### src/rtl/meter_ctrl.sv
// Parking-meter core: paid-time countdown, coin/reset buttons, display blink
// policy and a sequential binary-to-BCD converter for the seven-segment mux.
module meter_ctrl #(
  parameter int unsigned ADD1_SEC = 60,
  parameter int unsigned ADD2_SEC = 120,
  parameter int unsigned RST1_SEC = 15,
  parameter int unsigned RST2_SEC = 150,
  parameter int unsigned LOW_SEC  = 180,
  parameter int unsigned MAX_SEC  = 9999
) (
  input  logic        clk,
  input  logic        rst,
  input  logic        clk_1Hz,
  input  logic        clk_blink,
  input  logic        btn_add1,
  input  logic        btn_add2,
  input  logic        btn_rst1,
  input  logic        btn_rst2,
  output logic [13:0] time_left,
  output logic [15:0] bcd,
  output logic        bcd_valid,
  output logic        display_en,
  output logic        expired,
  output logic [1:0]  state
);

  localparam int unsigned TW     = 14;
  localparam int unsigned SW     = TW + 1;
  localparam int unsigned BW     = 16;
  localparam int unsigned CW     = 4;
  localparam int unsigned SHIFTS = 14;

  localparam logic [1:0] ST_EMPTY  = 2'd0;
  localparam logic [1:0] ST_LOW    = 2'd1;
  localparam logic [1:0] ST_NORMAL = 2'd2;

  typedef enum logic [1:0] {C_IDLE, C_LOAD, C_SHIFT, C_DONE} conv_t;

  logic          hist_1hz;
  logic          tick_c;
  logic [SW-1:0] sum_c;
  logic [TW-1:0] time_next_c;
  logic          expire_next_c;
  logic [1:0]    state_next_c;
  logic          disp_next_c;
  logic          changed_c;

  conv_t         conv_state, conv_next;
  logic          load_en_c, shift_en_c, done_en_c;
  logic [CW-1:0] cnt;
  logic [BW-1:0] work;
  logic [TW-1:0] bin;
  logic [BW+TW-1:0] shifted_c;

  assign tick_c = clk_1Hz & ~hist_1hz;

  // Saturating add of one of the coin amounts.
  function automatic logic [TW-1:0] sat_add(input logic [TW-1:0] t, input logic [SW-1:0] amt);
    logic [SW-1:0] s;
    s = SW'(t) + amt;
    return (s > SW'(MAX_SEC)) ? TW'(MAX_SEC) : s[TW-1:0];
  endfunction

  // Time update: only the highest-priority event acts; a tick under a button is dropped.
  always_comb begin
    time_next_c   = time_left;
    expire_next_c = 1'b0;
    sum_c         = '0;
    if (btn_rst2) begin
      time_next_c = TW'(RST2_SEC);
    end else if (btn_rst1) begin
      time_next_c = TW'(RST1_SEC);
    end else if (btn_add2) begin
      sum_c       = SW'(ADD2_SEC);
      time_next_c = sat_add(time_left, sum_c);
    end else if (btn_add1) begin
      sum_c       = SW'(ADD1_SEC);
      time_next_c = sat_add(time_left, sum_c);
    end else if (tick_c && (time_left != '0)) begin
      time_next_c   = time_left - TW'(1);
      expire_next_c = (time_left == TW'(1));
    end
  end

  always_comb begin
    state_next_c = ST_NORMAL;
    disp_next_c  = 1'b1;
    if (time_next_c == '0) begin
      state_next_c = ST_EMPTY;
      disp_next_c  = clk_blink;
    end else if (time_next_c < TW'(LOW_SEC)) begin
      state_next_c = ST_LOW;
      disp_next_c  = ~time_next_c[0];
    end
  end

  assign changed_c = (time_next_c != time_left);

  always_ff @(posedge clk or posedge rst) begin
    if (rst) begin
      hist_1hz   <= 1'b0;
      time_left  <= '0;
      expired    <= 1'b0;
      state      <= ST_EMPTY;
      display_en <= 1'b0;
    end else begin
      hist_1hz   <= clk_1Hz;
      time_left  <= time_next_c;
      expired    <= expire_next_c;
      state      <= state_next_c;
      display_en <= disp_next_c;
    end
  end

  // Converter sequencing; any change of time_left restarts from LOAD.
  always_ff @(posedge clk or posedge rst) begin
    if (rst) conv_state <= C_IDLE;
    else     conv_state <= conv_next;
  end

  always_comb begin
    conv_next  = conv_state;
    load_en_c  = 1'b0;
    shift_en_c = 1'b0;
    done_en_c  = 1'b0;
    if (changed_c) begin
      conv_next = C_LOAD;
    end else begin
      case (conv_state)
        C_IDLE:  conv_next = C_IDLE;
        C_LOAD: begin
          load_en_c = 1'b1;
          conv_next = C_SHIFT;
        end
        C_SHIFT: begin
          shift_en_c = 1'b1;
          if (cnt == CW'(SHIFTS - 1)) conv_next = C_DONE;
        end
        C_DONE: begin
          done_en_c = 1'b1;
          conv_next = C_IDLE;
        end
        default: conv_next = C_IDLE;
      endcase
    end
  end

  function automatic logic [BW-1:0] add3(input logic [BW-1:0] w);
    logic [BW-1:0] r;
    r = w;
    for (int i = 0; i < BW / 4; i++) begin
      if (w[4*i +: 4] >= 4'd5) r[4*i +: 4] = w[4*i +: 4] + 4'd3;
    end
    return r;
  endfunction

  assign shifted_c = {add3(work), bin} << 1;

  always_ff @(posedge clk or posedge rst) begin
    if (rst) begin
      cnt       <= '0;
      work      <= '0;
      bin       <= '0;
      bcd       <= '0;
      bcd_valid <= 1'b1;
    end else begin
      if (changed_c) bcd_valid <= 1'b0;
      if (load_en_c) begin
        bin  <= time_left;
        work <= '0;
        cnt  <= '0;
      end
      if (shift_en_c) begin
        work <= shifted_c[BW+TW-1:TW];
        bin  <= shifted_c[TW-1:0];
        cnt  <= cnt + CW'(1);
      end
      if (done_en_c) begin
        bcd       <= work;
        bcd_valid <= 1'b1;
      end
    end
  end

endmodule

### config.mk
export PLATFORM = sky130hd
export DESIGN_NAME = meter_ctrl
export DESIGN_NICKNAME = d
export VERILOG_FILES = /design/src/rtl/meter_ctrl.sv
export SDC_FILE = /design/constraint.sdc
export NUM_CORES = 1
export LEC_CHECK = 0
export ABC_CLOCK_PERIOD_IN_PS = 8070
export CAP_MARGIN = 0
export CORE_MARGIN = 4
export CORE_UTILIZATION = 65
export CTS_BUF_LIST = sky130_fd_sc_hd__clkbuf_4 sky130_fd_sc_hd__clkbuf_8
export DETAILED_ROUTE_END_ITERATION = 8
export PLACE_DENSITY = 0.95
export REMOVE_ABC_BUFFERS = 1
export SETUP_SLACK_MARGIN = 0.1
export SYNTH_ARGS = -nofsm -noshare
export SYNTH_HDL_FRONTEND = slang
export SYNTH_SLANG_ARGS = --single-unit
### constraint.sdc
create_clock -name clk -period 8.07 [get_ports clk]
set_input_delay 1.2105 -clock clk [delete_from_list [all_inputs] [get_ports clk]]
set_output_delay 1.2105 -clock clk [all_outputs]
set_load 0.005 [all_outputs]
* Yosys cells after proc, flatten, opt, wreduce, memory -nomap -nowiden
Cells that the tools add are included.
Operators by class: reduce and logical (&&, ||, !) cells 7, $lt $le $gt $ge 7, bitwise logic cells 3, add/sub/neg operators 8, muxes and demuxes 37, equal/unequal tests 7
Operators by type and width (number):
- 2-to-1 mux 14 bit | 9
- 2-to-1 mux 16 bit | 2
- > comparator 15 x 14 -> 1 bit, second input constant | 2
- 2-to-1 mux 4 bit | 5
- >= comparator 4 x 3 -> 1 bit, second input constant | 4
- adder 14 x 6 -> 15 bit, second input constant | 1
- adder 14 x 7 -> 15 bit, second input constant | 1
- 2-to-1 mux 1 bit | 15
- == test 14 x 1 -> 1 bit, second input constant | 1
- logical NOT 14 bit | 1
- < comparator 14 x 8 -> 1 bit, second input constant | 1
- != test 14 bit | 1
- nonzero test 14 bit | 1
- subtractor 14 x 1 -> 14 bit, second input constant | 1
- adder 4 x 2 -> 4 bit, second input constant | 3
- 2-to-1 mux 2 bit | 4
- one-hot mux 2 bit (3 select lines) | 1
- adder 4 x 1 -> 4 bit, second input constant | 1
- == test 2 bit, second input constant | 2
- == test 4 bit, second input constant | 1
- nonzero test 2 bit | 2
- adder 3 x 2 -> 3 bit, second input constant | 1
- 2-to-1 mux 3 bit | 1
- != test 3 bit, second input constant | 1
- other kinds (6) | 7
Word-level totals: flip-flop bits (word level) 72, logic and storage cells 80, input bits 8, output and inout bits 35

* Logic depth before layout (Yosys ltp)
depth after elaboration 12, gate-level depth with buffers 17, mapped depth without buffers 13

* Least setup slack after synthesis
OpenSTA, ideal clock, no wires.
path kind reg-to-reg, from register time_left[4], to register cnt[3], period minus slack after synthesis 4.556 ns, required time 7.944 ns, data arrival time 4.431 ns, cell stages (with the launch flop) 17, setup time 0.126 ns, setup slack 3.514 ns, buffers on the path 3, cells stage by stage dfrtp_1 -> buf_1 -> inv_1 -> ha_1 -> a21bo_2 -> clkbuf_1 -> o2111ai_2 -> xnor2_1 -> o2111ai_1 -> or4_1 -> nor4_1 -> and4_1 -> nand4_1 -> nor4_4 -> o21ai_2 -> buf_2 -> a221o_1
On the way: longest elaborated chain between the ends 10, elaborated cells between the ends (all ways) 19, those cells by class add/sub: 3; order compare: 2; eq/ne: 1; mux: 10; reduce/logical: 3
Ends and longest elaborated chain:
- from (decl) | RTL line 19 | output logic [13:0] time_left,
- from (signal assigned) | RTL line 108 | time_left <= time_next_c;
- adder 14 x 6 -> 15 bit or nonzero test 14 bit (tied branches) | RTL line 60, 79
- > comparator 15 x 14 -> 1 bit or logical AND 1 bit (tied branches) | RTL line 61, 79
- 2-to-1 mux 14 bit, on equally long branches | RTL line 61, 79
- 2-to-1 mux 14 bit | RTL line 76 | end else if (btn_add1) begin
- 2-to-1 mux 14 bit | RTL line 73 | end else if (btn_add2) begin
- 2-to-1 mux 14 bit | RTL line 71 | end else if (btn_rst1) begin
- 2-to-1 mux 14 bit | RTL line 69 | if (btn_rst2) begin
- != test 14 bit (*) | RTL line 97 | assign changed_c = (time_next_c != time_left);
- 2-to-1 mux 1 bit | RTL line 126 | if (changed_c) begin
- 2-to-1 mux 4 bit or nonzero test 2 bit (tied branches)
- to (signal assigned) | RTL line 176 | cnt <= cnt + CW'(1);
- to (decl) | RTL line 50 | logic [CW-1:0] cnt;
Every way passes the cells marked *; elsewhere a longest branch is shown, timed or not. A chain may end at the register's enable or synchronous reset.

* Worst setup path in the final report
from register time_left[3], to register work[7]
On the way: longest elaborated chain between the ends 10, elaborated cells between the ends (all ways) 19, those cells by class add/sub: 3; order compare: 2; eq/ne: 1; mux: 10; reduce/logical: 3
Ends and longest elaborated chain:
- adder 14 x 6 -> 15 bit or nonzero test 14 bit (tied branches) | RTL line 60, 79
- > comparator 15 x 14 -> 1 bit or logical AND 1 bit (tied branches) | RTL line 61, 79
- 2-to-1 mux 14 bit, on equally long branches | RTL line 61, 79
- 2-to-1 mux 14 bit | RTL line 76
- 2-to-1 mux 14 bit (*) | RTL line 73
- 2-to-1 mux 14 bit (*) | RTL line 71
- 2-to-1 mux 14 bit (*) | RTL line 69
- named net time_next_c[10] | RTL line 42 | logic [TW-1:0] time_next_c;
- != test 14 bit (*) | RTL line 97
- 2-to-1 mux 1 bit | RTL line 126
- 2-to-1 mux 16 bit or nonzero test 2 bit (tied branches)
- to (signal assigned) | RTL line 174 | work <= shifted_c[BW+TW-1:TW];
- to (decl) | RTL line 51 | logic [BW-1:0] work;
The timed path passes the listed nets; every way through them passes the cells marked *.

==> results.cfg <==
[outcome]
status = complete, no violations

[finish]
diodes = 0
num-fill-cells = 600
final_cell_mix = 71 x dfrtp_1, 43 x nor2_1, 42 x a21oi_1, 42 x clkdlybuf4s50_1, 40 x nand2_1
fin_area_um2 = 6170
mostFrequentLayoutCell = dfrtp_1
fin_nets = 689
syn2layout_area_growth_pct = 10.5
final_layout_size_suffix_gt1_share_pct = 9.05

[setup_path]
r2r-end = work[7]$_DFFE_PP0P_
crit_path_start_kind = register
path_max_fanout = 24
critPathRequiredTime_ns = 8.29
worstPathCellList = inv_1 > ha_1 > a21bo_2 > o2111ai_2 > xnor2_1 > nor2_1 > o41a_1 > a22oi_1 > o311ai_1 > nor4_4 > o21ai_2 > a221o_1
rr_startpoint = time_left[3]$_DFF_PP0_
path_class = register to register
worstRegToRegCells = 12
cp.arrival_ns = 6.55
worstSetupEndpoint = work[7]$_DFFE_PP0P_
crit_start = time_left[3]$_DFF_PP0_
cp-end-kind = register
crit_path_top_delay_cell = nor4_4
r2r_setup_slack_ns = 1.75
cpPeakStageDelay_ns = 0.87

[sta]
rsz0062_at_grt = no
fin_crit_sh_pct = 78.4
tightest_slew_ns = 1.05
slew_headroom_pct = 29.7
layout_min_cycle_time_ns = 6.32
setup_tns_ns = 0
setup_ws_ns = 1.75
slew_violations = 0
final_hold_viol_count = 0
fin_skew_ns = 0.0116
fmax_mhz = 158
setup_viol = 0

[clock_tree]
cts_max_level = 3
cts_hold_buf = 0
clock_sinks = 72
cts_buffers = 9
root_buffer = clkbuf_8
clk_path_buf_depth = 2
tritoncts = done
cts.clk_slew.worst_paths_ns = 0.08
clock_latency_ns = 0.34
cts_setup_buffers = 0
cts_resized = 0

[yosys]
synthMuxAreaShare_pct = 4.44
synth-simple-area-share_pct = 20.0
synth_top_family_by_area = compound AO/OA/AOI/OAI gates
synth_fa_ha_area_share_pct = 5.16
async_reset_ff_share_pct = 100
avgSynthCellArea_um2 = 8.63
synth_compound_area_share_pct = 27.9
synth_flop_cell = dfrtp_1
synth_cells = 647
syn-cell-area_um2 = 5580
synth_warnings = 0
synth_edf_count = 0
synth_cell_types = 78
synth_xor_area_share_pct = 4.08
ys_ff_latch = 72
synth_seq_area_share_pct = 32.3

[placed_design]
place_area_um2 = 5990
routabilityCongestion = 1.08
portBuffers = 42
post-place-ws_ns = 1.99
place.detailed.hpwl_um = 13300

[floorplanning]
die_y_um = 101
initial_core_util_pct = 67.3
top_level_ports = 43
dieArea_um2 = 10100
core_area_um2 = 8300
core.rowCount = 33
fp.dieW_um = 101

[detailed_routing]
ant_nets = 0
post-route-drc-count = 0
num_vias = 5915
initialDrtViolationCount = 719
postRouteWirelength_um = 19600
vias_per_cell = 7.70
wl_per_cell_um = 25.5
dr.pass1.iters = 6

[global_route]
grt_pass1_vias = 5660
grt_use_total_pct = 38.5
grt_pass1_wl_um = 30500
grt_overflow = 0
antenna_found_initial = 0
grt_max_degree = 73

[power]
ir_drop_uv = 88.4
p_leak_nw = 2.59
powerDensity_nw_per_um2 = 172

[run]
maxCapViolations = 0

[hold_path]
holdPathStages = 1
min-delay-path-class = register to register
-- stage by stage --
stage	total power, mW	utilization (%)	std cells	hold WS (ns)
global placement	0.752	72.2	752	0.478
CTS	1.05	74.3	768	0.517
detailed placement	0.780	72.2	752	0.496
global route	1.10	74.3	768	0.526
floorplan	0.662	-	596	0.466
finish	1.06	74.3	768	0.517
-- logic make-up (layout without fill, tap and decap cells) --
group                      count (synthesis)  after routing
AOI/OAI and AO/OA                        214            214
xor gates and xnor gates                  26             26
adders and majority gates                 23             23
buffers and inverters                     86            102
DFF                                       72             72
muxes                                     19             19
and+or+nand+nor                          207            207
-- flip-flops by register name, summed over array words and instances, names as in the netlist --
| name | flops |
|---|---|
| time_left | 14 |
| bcd | 16 |
| display_en | 1 |
| bin | 14 |
| hist_1hz | 1 |
| state | 2 |
| bcd_valid | 1 |
| conv_state | 2 |
| work | 16 |
| expired | 1 |
| cnt | 4 |
-- worst max-delay path: cells and delay by family, from the launching register on --
kind	cells	cell delay [ns]
flops	1	0.71
fa+ha+maj	1	0.48
xor+xnor	1	0.79
simple gates	2	1.22
compound gates	7	2.69
buf+inv	1	0.30
-- cells in the mapped netlist (all sizes together) (4+ instances only) --
cell | number | share of area, %
or3 | 5 | 0.56
ha | 23 | 5.2
nor2 | 43 | 2.9
nor4 | 17 | 2.3
a21o | 5 | 0.67
dfrtp | 71 | 32
buf | 16 | 1.4
nand2 | 41 | 2.8
clkbuf | 35 | 2.4
a22o | 26 | 4.1
inv | 33 | 2.2
o2bb2ai | 5 | 0.78
o32ai | 5 | 0.78
o21a | 6 | 0.81
o21ai | 35 | 3.2
nor3b | 6 | 0.99
or2 | 4 | 0.45
and4 | 4 | 0.63
nand3 | 21 | 1.9
o2111ai | 6 | 1.1
o31a | 5 | 0.78
and3 | 11 | 1.2
nor3 | 17 | 1.5
nand2b | 6 | 0.67
o211ai | 5 | 0.67
or4 | 6 | 0.81
o31ai | 7 | 1.2
xnor2 | 21 | 3.3
nand4 | 12 | 1.3
a31oi | 9 | 1.0
a21oi | 42 | 3.8
o22ai | 12 | 1.3
o221ai | 5 | 0.78
xor2 | 5 | 0.78
a221o | 7 | 1.3
mux2 | 16 | 3.9
nor2b | 4 | 0.45
a211oi | 5 | 0.67
-- cell type report --
cell class	instances	area [um^2]	area share, %
Tap cell	105	131	2.13
Clock inverter	5	32.5	0.527
Inverter	35	131	2.13
Timing Repair Buffer	51	488	7.91
Multi-Input combinational cell	489	3440	55.7
Sequential cell	72	1800	29.2
Clock buffer	11	145	2.35
-- report_power, final --
group / internal [mW] / switching, mW / leakage, nW
clock network: 0.123 / 0.139 / 0.0965
registers: 0.412 / 0.0528 / 0.941
logic: 0.136 / 0.198 / 1.55
total: 0.671 / 0.390 / 2.59
-- how the worst min path moves through the flow --
stage	start	end	slack, ns
floorplan	bin[0]$_DFFE_PP0P_	bin[0]$_DFFE_PP0P_	0.47
global placement	bin[0]$_DFFE_PP0P_	bin[0]$_DFFE_PP0P_	0.48
detailed placement	bin[1]$_DFFE_PP0P_	bin[1]$_DFFE_PP0P_	0.50
CTS	bin[0]$_DFFE_PP0P_	bin[0]$_DFFE_PP0P_	0.52
global route	bin[1]$_DFFE_PP0P_	bin[1]$_DFFE_PP0P_	0.53
finish	bcd[15]$_DFFE_PP0P_	bcd[15]$_DFFE_PP0P_	0.52
-- routing by layer --
layer | track usage (%) | up-vias | wire (um)
met4 | 23.2 | 0 | 1470
met3 | 8.44 | 158 | 2380
met5 | 0 | - | 0
li1 | - | 2472 | -
met2 | 62.0 | 534 | 8830
met1 | 47.2 | 2751 | 6920
Power figures use the tool's default switching activity.
